--- config.mk ---
export PLATFORM = sky130hd
export DESIGN_NAME = parking_ctrl_flat
export DESIGN_NICKNAME = d
export VERILOG_FILES = /design/src/rtl/parking_ctrl_if.sv /design/src/rtl/parking_ctrl.sv /design/src/flat_wrapper.sv
export SDC_FILE = /design/constraint.sdc
export NUM_CORES = 1
export LEC_CHECK = 0
export CORE_MARGIN = 2
export CORE_UTILIZATION = 55
export CTS_CLUSTER_DIAMETER = 200
export DETAILED_ROUTE_END_ITERATION = 7
export GPL_TIMING_DRIVEN = 0
export MAX_ROUTING_LAYER = met4
export PLACE_DENSITY = 0.89
export SYNTH_ARGS = -nofsm -noshare
export SYNTH_HDL_FRONTEND = slang
export SYNTH_SLANG_ARGS = --single-unit
--- constraint.sdc ---
create_clock -name clk -period 6.7 [get_ports clk]
set_input_delay 0.67 -clock clk [delete_from_list [all_inputs] [get_ports clk]]
set_output_delay 0.67 -clock clk [all_outputs]
set_load 0.005 [all_outputs]
--- src/rtl/parking_ctrl_if.sv ---
// Sensor, password and indicator signals shared between the parking
// controller (slave) and whatever drives the gate sensors (master).
interface parking_ctrl_if #(
    parameter int PW_W  = 4,
    parameter int CNT_W = 4
);
    logic             car_in;
    logic             car_out;
    logic             pw_valid;
    logic [PW_W-1:0]  pw_data;
    logic             green_led;
    logic             red_led;
    logic             gate_open;
    logic             locked;
    logic             full;
    logic [CNT_W-1:0] count;

    modport master (
        output car_in, car_out, pw_valid, pw_data,
        input  green_led, red_led, gate_open, locked, full, count
    );

    modport slave (
        input  car_in, car_out, pw_valid, pw_data,
        output green_led, red_led, gate_open, locked, full, count
    );
endinterface

--- src/rtl/parking_ctrl.sv ---
// Parking lot entry controller: password-gated entry with retry lockout,
// timed gate opening and an occupancy counter fed by entry and exit events.
module parking_ctrl #(
    parameter int              CAPACITY    = 8,
    parameter int              PW_W        = 4,
    parameter logic [PW_W-1:0] PASSWORD    = 4'hA,
    parameter int              MAX_TRIES   = 3,
    parameter int              GATE_CYCLES = 8,
    parameter int              LOCK_CYCLES = 16
) (
    input  logic          clk,
    input  logic          reset,
    parking_ctrl_if.slave bus
);
    localparam int CNT_W   = $clog2(CAPACITY + 1);
    localparam int TRY_W   = $clog2(MAX_TRIES + 1);
    localparam int TMR_MAX = (GATE_CYCLES > LOCK_CYCLES) ? GATE_CYCLES : LOCK_CYCLES;
    localparam int TMR_W   = $clog2(TMR_MAX + 1);

    localparam logic [CNT_W-1:0] CAP_V   = CNT_W'(CAPACITY);
    localparam logic [TRY_W-1:0] TRIES_V = TRY_W'(MAX_TRIES);
    localparam logic [TMR_W-1:0] GATE_V  = TMR_W'(GATE_CYCLES);
    localparam logic [TMR_W-1:0] LOCK_V  = TMR_W'(LOCK_CYCLES);

    typedef enum logic [2:0] {
        IDLE    = 3'd0,
        WAIT_PW = 3'd1,
        WRONG   = 3'd2,
        OPEN    = 3'd3,
        LOCK    = 3'd4
    } state_t;

    state_t           state_q, state_d;
    logic [TRY_W-1:0] tries_q, tries_d;
    logic [TMR_W-1:0] timer_q, timer_d;
    logic [CNT_W-1:0] count_q, count_d;

    logic             fullNow;
    logic             openExit;
    logic             incCount;
    logic             decCount;

    assign fullNow = (count_q == CAP_V);

    always_ff @(posedge clk or negedge reset) begin
        if (!reset) begin
            state_q <= IDLE;
            tries_q <= '0;
            timer_q <= '0;
            count_q <= '0;
        end else begin
            state_q <= state_d;
            tries_q <= tries_d;
            timer_q <= timer_d;
            count_q <= count_d;
        end
    end

    // One down-counter serves both the gate-open and lockout durations,
    // since the two states are mutually exclusive.
    always_comb begin
        state_d  = state_q;
        tries_d  = tries_q;
        timer_d  = timer_q;
        openExit = 1'b0;
        case (state_q)
            IDLE: begin
                if (bus.car_in && !fullNow) begin
                    state_d = WAIT_PW;
                    tries_d = '0;
                end
            end
            WAIT_PW, WRONG: begin
                if (bus.pw_valid) begin
                    if (bus.pw_data == PASSWORD) begin
                        state_d = OPEN;
                        timer_d = GATE_V;
                    end else begin
                        tries_d = tries_q + TRY_W'(1);
                        if (tries_d == TRIES_V) begin
                            state_d = LOCK;
                            timer_d = LOCK_V;
                        end else begin
                            state_d = WRONG;
                        end
                    end
                end
            end
            OPEN: begin
                if (timer_q <= TMR_W'(1)) begin
                    state_d  = IDLE;
                    timer_d  = '0;
                    openExit = 1'b1;
                end else begin
                    timer_d = timer_q - TMR_W'(1);
                end
            end
            LOCK: begin
                if (timer_q <= TMR_W'(1)) begin
                    state_d = IDLE;
                    tries_d = '0;
                    timer_d = '0;
                end else begin
                    timer_d = timer_q - TMR_W'(1);
                end
            end
            default: begin
                state_d = IDLE;
                tries_d = '0;
                timer_d = '0;
            end
        endcase
    end

    // A simultaneous admission and departure cancel out; the count saturates
    // at both ends so stray sensor pulses cannot corrupt it.
    always_comb begin
        decCount = bus.car_out && (count_q != '0);
        incCount = openExit && ((count_q != CAP_V) || decCount);
        count_d  = count_q;
        if (incCount && !decCount) begin
            count_d = count_q + CNT_W'(1);
        end else if (decCount && !incCount) begin
            count_d = count_q - CNT_W'(1);
        end
    end

    assign bus.green_led = (state_q == OPEN);
    assign bus.gate_open = (state_q == OPEN);
    assign bus.locked    = (state_q == LOCK);
    assign bus.red_led   = (state_q == WRONG) || (state_q == LOCK) ||
                           ((state_q == IDLE) && fullNow);
    assign bus.full      = fullNow;
    assign bus.count     = count_q;
endmodule

--- src/flat_wrapper.sv ---
// flat-port wrapper written by rule: the top's interface ports become plain ports
module parking_ctrl_flat 
#(
    parameter int              CAPACITY    = 8,
    parameter int              PW_W        = 4,
    parameter logic [PW_W-1:0] PASSWORD    = 4'hA,
    parameter int              MAX_TRIES   = 3,
    parameter int              GATE_CYCLES = 8,
    parameter int              LOCK_CYCLES = 16
)
  (clk, reset, bus_car_in, bus_car_out, bus_pw_valid, bus_pw_data, bus_green_led, bus_red_led, bus_gate_open, bus_locked, bus_full, bus_count);
  parking_ctrl_if #(.PW_W(PW_W)) bus_i ();
  input  logic clk;
  input  logic reset;
  input wire logic [$bits(bus_i.car_in)-1:0] bus_car_in;
  input wire logic [$bits(bus_i.car_out)-1:0] bus_car_out;
  input wire logic [$bits(bus_i.pw_valid)-1:0] bus_pw_valid;
  input wire logic [$bits(bus_i.pw_data)-1:0] bus_pw_data;
  output wire logic [$bits(bus_i.green_led)-1:0] bus_green_led;
  output wire logic [$bits(bus_i.red_led)-1:0] bus_red_led;
  output wire logic [$bits(bus_i.gate_open)-1:0] bus_gate_open;
  output wire logic [$bits(bus_i.locked)-1:0] bus_locked;
  output wire logic [$bits(bus_i.full)-1:0] bus_full;
  output wire logic [$bits(bus_i.count)-1:0] bus_count;
  assign bus_i.car_in = bus_car_in;
  assign bus_i.car_out = bus_car_out;
  assign bus_i.pw_valid = bus_pw_valid;
  assign bus_i.pw_data = bus_pw_data;
  assign bus_green_led = bus_i.green_led;
  assign bus_red_led = bus_i.red_led;
  assign bus_gate_open = bus_i.gate_open;
  assign bus_locked = bus_i.locked;
  assign bus_full = bus_i.full;
  assign bus_count = bus_i.count;
  parking_ctrl #(.CAPACITY(CAPACITY), .PW_W(PW_W), .PASSWORD(PASSWORD), .MAX_TRIES(MAX_TRIES), .GATE_CYCLES(GATE_CYCLES), .LOCK_CYCLES(LOCK_CYCLES)) u_core (.clk(clk), .reset(reset), .bus(bus_i));
endmodule
==> impl_metrics.py, run 1 <==
metrics = {
    "sta": {
        "ratio_of_final_minimum_period_to_clock_period_pct": 43.40,
        "period_needed_ps": 2908,
        "fin_worst_skew_ps": 16.82,
        "timing_hold_violations_final": 0,
        "report.final.setup_viol": 0,
        "rsz_0062_raised_after_global_routing": "false",
        "tightest_slew_ps": 651.2,
        "finalSetupTns_ps": 0,
        "slew_headroom_pct": 56.45,
        "slew_viol_final": 0,
        "maxClockFrequency_mhz": 343.9,
        "postLayoutSetupSlackWorst_ps": 3792,
    },
    "clock_tree": {
        "clk-insertion-delay-late_ps": 290,
        "cts-root-buf": "clkbuf_4",
        "cts_repair_resize_count": 0,
        "holdBufCountCts": 0,
        "ctsLongestPathBuffers": 2,
        "cts_htree_levels": 1,
        "clk_pin_slew_worst_paths_ps": 100,
        "tritoncts": "built",
        "tritoncts_num_sinks": 14,
        "cts_made_buffers": 3,
        "post_cts_buffers": 0,
    },
    "floorplanning": {
        "placement_rows": 16,
        "die_area_mm2": 0.002346,
        "initial_utilization_pct": 57.11,
        "chipHeight_um": 48.44,
        "num_io_pins": 18,
        "die-width_um": 48.44,
        "core_region_area_mm2": 0.001902,
    },
    "synth": {
        "number_of_enable_flip_flop_cells_after_synthesis": 0,
        "synth.yosys.seq_area_share_pct": 32.26,
        "synth_top_area_share_pct": 32.26,
        "synth.lib_cells_used.distinct": 44,
        "synth.ff_latch_count": 14,
        "yosys.area.top_type": "dfrtp_1",
        "netlist_top_cells_area": "dfrtp_1 32%, ha_1 6.9%, clkbuf_8 3.8%, inv_1 3.8%, nand2_1 3.8%",
        "synth_async_sr_flop_share_pct": 100.0,
        "mappedNetlistNets": 132,
        "yosys_warnings": 0,
        "synthCells": 116,
        "synth_top_flop_cell": "dfrtp_1",
        "synthesis.area_mm2": 0.001086,
        "postSynthAreaPerCell_um2": 9.362,
    },
    "worst_setup_path": {
        "critical_path.endpoint_type": "output port",
        "timing.critical_path.required_ps": 6030,
        "worstRegToRegCells": 10,
        "critical_path_arrival_ps": 2240,
        "setup.reg_to_reg.worst_slack_ps": 3880,
        "criticalPathCategory": "reg2out",
        "timing.critical_path.fanout_max": 6,
        "critical_path.reg2reg.startpoint": "u_core.timer_q[3]",
        "rr_endpoint": "u_core.bus.count[3]",
        "crit_path_start": "u_core.bus.count[0]",
        "cp-start-kind": "flop",
        "crit_end": "bus_red_led",
    },
    "status": {
        "run_status": "finished, final reports clean",
    },
    "power_and_ir_drop": {
        "worst_ir_drop_vdd_uv": 283.5,
        "power-per-cell-area_mw_per_mm2": 486.1,
        "leakagePower_uw": 0.0005595,
    },
    "finish": {
        "layout.cells.most_common": "clkdlybuf4s50_1",
        "nets": 153,
        "most_frequent_cells_in_the_layout": "16 x clkdlybuf4s50_1, 14 x dfrtp_1, 11 x nand2_1, 11 x inv_1, 8 x a21oi_1",
        "area.growth.synth_to_final_pct": 21.20,
        "share_of_post_route_cells_with_drive_strength_above_1_pct": 13.24,
        "postLayoutCoreUtil_pct": 69.21,
        "n_antenna_cell": 0,
        "fill_cells": 154,
    },
    "detailed_routing": {
        "post_dr_vias_cell": 5.828,
        "detail_route.wirelength_mm": 2.386,
        "detail_route.iter0.violations": 8,
        "drt_first_pass_iters": 4,
        "detail_route.wl_per_cell_um": 14.64,
        "detailroute.via_count": 950,
        "route.antenna.remaining_nets": 0,
        "drc": 0,
    },
    "global_routing": {
        "grt_start_max_net_pins": 15,
        "vias_in_the_first_global_route": 954,
        "gr_overflow_total": 0,
        "grt_pass1_wl_mm": 4.091,
        "overall_fraction_of_global_route_tracks_in_use_pct": 22.54,
        "antenna_found_initial": 0,
    },
    "placement": {
        "buffer_ports.inserted": 16,
        "dpl.hpwl_mm": 1.815,
        "finalWeightedCongestion": 0.8595,
        "place_ws_ps": 3753,
    },
    "run": {
        "cap_viol_max_count": 0,
    },
    "min_path": {
        "timing.hold.worst_path_depth": 1,
        "type_of_the_most_critical_hold_path": "reg2reg",
    },
}
[critical path, cell delays in order (launching register included)]
cell	delay, ps
dfrtp_1	470
or4b_4	610
inv_1	100
nor3_1	50
a211oi_1	210
clkdlybuf4s50_1	540
[cell families (layout without fill, tap and decap cells)]
family	count (synthesis)	in the layout	share of synthesized area, %
and+or+nand+nor	34	34	17.63
AOI/OAI and AO/OA	33	33	22.12
buffers and inverters	18	38	10.25
DFF	14	14	32.26
adders and majority gates	9	9	10.60
xor gates and xnor gates	4	4	3.225
muxes	4	4	3.917
[area by class of cell]
class                      count  area (um2)  share of cell area (%)
buffer                         7       70.07                   5.323
clock buffer                   4       36.28                   2.757
inverter                      11       41.29                   3.137
multi-input combinational     84       624.3                   47.43
sequential                    14       350.3                   26.62
tap                           27       33.78                   2.567
timing repair buffer          16       160.2                   12.17
[power breakdown]
part	internal, uW	switching (uW)
Clock	33.0	29.4
Sequential	125	53.3
Combinational	204	196
[flip-flops by register name (all words and copies together), names as in the netlist]
| signal | count |
|---|---|
| u_core.bus.count | 4 |
| u_core.tries_q | 2 |
| u_core.state_q | 3 |
| u_core.timer_q | 5 |
[layer usage]
layer  GRT usage [%]  share of wire, %  up-vias
met4           5.714              0.80        0
met5               -                 0        -
met2           38.89                51       22
li1                -                 -      468
met3           3.086               3.3        4
met1           28.11                45      456
[per-stage QoR]
| step | std cells | total power, uW | instance area [um2] | hold WS [ps] |
|---|---|---|---|---|
| after global routing | 163 | 696.8 | 1316 | 503.2 |
| after floorplan | 116 | 451.8 | 1086 | 374.4 |
| after CTS | 163 | 642.7 | 1316 | 483.1 |
| after global placement | 159 | 551.1 | 1280 | 456.3 |
| after detailed placement | 159 | 577.7 | 1280 | 469.7 |
| final | 163 | 639.8 | 1316 | 482.5 |
[how the worst min path moves through the flow]
stage                            startpoint                   to  slack [ps]
after floorplan                       reset  u_core.bus.count[0]         370
after global routing      u_core.tries_q[0]    u_core.tries_q[0]         500
after CTS                 u_core.tries_q[0]    u_core.tries_q[0]         480
after global placement    u_core.tries_q[0]    u_core.tries_q[0]         460
after detailed placement  u_core.tries_q[0]    u_core.tries_q[0]         470
final                     u_core.tries_q[0]    u_core.tries_q[0]         480
[synth_stat cells, drive strengths merged (2+ instances only)]
master	count
clkbuf	4
ha	6
nand3b	2
maj3	2
mux2i	2
buf	3
nand3	3
inv	11
o21ai	6
a21oi	8
xnor2	4
mux2	2
o22ai	2
a311oi	2
a211o	2
nor2	6
nand2	11
or3	2
nor4	2
dfrtp	14
nor3	3
Note: power is estimated with default switching activity, not from simulation.
==> run 2: changes to the inputs <==
CORE_UTILIZATION = 47   (was 55)
PLACE_DENSITY = 0.82   (was 0.89)
clock period = 2.55 ns   (was 6.7 ns; I/O delays follow)
==> impl_metrics.py, run 2 (synthesis gave the netlist of run 1 again) <==
metrics = {
    "finish": {
        "nets": 161,
        "area.growth.synth_to_final_pct": 31.57,
        "n_antenna_cell": 0,
        "regMostFlops": "u_core.timer_q",
        "finalInstanceArea_mm2": 0.001429,
        "layout.cells.most_common": "clkdlybuf4s50_1",
        "share_of_post_route_cells_with_drive_strength_above_1_pct": 26.39,
        "number_of_flip_flops_in_the_largest_register": 5,
        "most_frequent_cells_in_the_layout": "16 x clkdlybuf4s50_1, 10 x nand2_1, 10 x inv_1, 10 x dfrtp_1, 9 x buf_4",
    },
    "global_routing": {
        "vias_in_the_first_global_route": 925,
        "gr_overflow_total": 0,
        "grt_pass1_wl_mm": 4.291,
        "overall_fraction_of_global_route_tracks_in_use_pct": 21.93,
        "grt_start_max_net_pins": 15,
        "antenna_found_initial": 0,
    },
    "power_and_ir_drop": {
        "leakagePower_uw": 0.0005979,
        "worst_ir_drop_vdd_uv": 792.5,
        "power-per-cell-area_mw_per_mm2": 1303,
        "total_power_draw_uw": 1862,
    },
    "detailed_routing": {
        "detailroute.via_count": 1018,
        "met3WireLength_um": 173,
        "drt-met1-wl_mm": 1.101,
        "drt_first_pass_iters": 4,
        "detail_route.iter0.violations": 43,
        "top_layer": "met4",
        "drc": 0,
        "route.antenna.remaining_nets": 0,
        "detail_route.wl_per_cell_um": 14.91,
        "detail_route.wirelength_mm": 2.564,
        "post_dr_vias_cell": 5.919,
        "met2WireLength_mm": 1.250,
    },
    "sta": {
        "finalSetupTns_ps": 0,
        "report.final.setup_viol": 0,
        "rsz_0062_raised_after_global_routing": "true",
        "maxClockFrequency_mhz": 406.1,
        "ratio_of_final_minimum_period_to_clock_period_pct": 96.57,
        "period_needed_ps": 2462,
        "fin_worst_skew_ps": 7.454,
        "slew_viol_final": 0,
        "slew_headroom_pct": 55.94,
        "tightest_slew_ps": 658.8,
        "finalHoldWorstSlack_ps": 255.1,
        "timing_hold_violations_final": 0,
    },
    "floorplanning": {
        "core_region_area_mm2": 0.002191,
        "chipHeight_um": 52.07,
        "num_io_pins": 18,
        "die_area_mm2": 0.002711,
        "die-width_um": 52.07,
        "placement_rows": 17,
        "initial_utilization_pct": 49.57,
    },
    "min_path": {
        "timing.hold.worst_path_depth": 3,
        "worstHoldStart": "bus_pw_valid",
        "type_of_the_most_critical_hold_path": "in2reg",
        "holdPathEnd": "u_core.tries_q[1]",
    },
    "worst_setup_path": {
        "timing.critical_path.fanout_max": 4,
        "timing.critical_path.required_ps": 2770,
        "critical_path_arrival_ps": 2680,
        "cp-start-kind": "flop",
        "worstRegToRegCells": 10,
        "rr_endpoint": "u_core.bus.count[3]",
        "critical_path.endpoint_type": "flop",
        "critical_path.reg2reg.startpoint": "u_core.bus.count[1]",
        "criticalPathCategory": "reg2reg",
        "setup.reg_to_reg.worst_slack_ps": 90,
    },
    "clock_tree": {
        "tritoncts": "built",
        "cts-root-buf": "clkbuf_4",
        "cts_htree_levels": 1,
        "clk_pin_slew_worst_paths_ps": 90,
        "cts_made_buffers": 3,
        "holdBufCountCts": 0,
        "ctsLongestPathBuffers": 2,
        "tritoncts_num_sinks": 14,
        "clk-insertion-delay-late_ps": 290,
    },
    "placement": {
        "finalWeightedCongestion": 0.8576,
        "placed_cell_area_mm2": 0.001281,
        "dpl.hpwl_mm": 1.741,
        "buffer_ports.inserted": 16,
    },
    "run": {
        "cap_viol_max_count": 0,
    },
    "status": {
        "run_status": "finished, final reports clean",
    },
}
run 2: metrics by stage:
stage / utilization, % / cells / setup slack [ps]
finish: 65.22 / 172 / 87.54
CTS: 62.71 / 169 / 11.60
detailed placement: 58.48 / 160 / -205.2
floorplan: - / 116 / 64.87
global route: 65.22 / 172 / -25.90
global placement: 58.48 / 160 / -189.1
run 2: layout make-up:
type                    count  area [um2]
fillers                   168       762.0
multi-input cells          84       670.6
flip-flops and latches     14       355.3
repair buffers             24       220.2
plain buffers               7       70.07
inverters                  11       41.29
clock buffers               4       36.28
well taps                  28       35.03
run 2: critical path: stages (launching register included):
cell and delay [ps]:
dfrtp_2 430, or4b_4 570, nor2_4 120, nor4_4 50, ha_2 180, inv_2 90, ha_1 230, a21o_2 220
a21oi_2 140, mux2i_1 230, xnor2_1 140
run 2: layer usage:
| metal | GRT usage (%) | vias to the layer above |
|---|---|---|
| met5 | - | - |
| met4 | 8.772 | 0 |
| met3 | 2.874 | 5 |
| met2 | 32.91 | 51 |
| met1 | 30.04 | 478 |
| li1 | - | 484 |
run 2: what timing repair did:
item | 4_1_cts | 5_1_grt
pin swaps | 0 | 4
setup endpoints to repair | 2 | 2
gates resized for setup | 7 | 8
setup buffers | 5 | 3
run 2: power by group:
part,switching [uW],internal [uW]
combinational,596,648
sequential,118,333
clock,80.4,87.1
run 2: worst max path at each step:
stage	from	to	slack (ps)
floorplan	u_core.bus.count[0]	u_core.bus.count[3]	60
global placement	u_core.timer_q[3]	u_core.bus.count[3]	-190
detailed placement	u_core.timer_q[3]	u_core.bus.count[3]	-210
CTS	u_core.timer_q[0]	u_core.bus.count[3]	10
global route	u_core.bus.count[1]	u_core.bus.count[3]	-30
finish	u_core.bus.count[1]	u_core.bus.count[3]	90
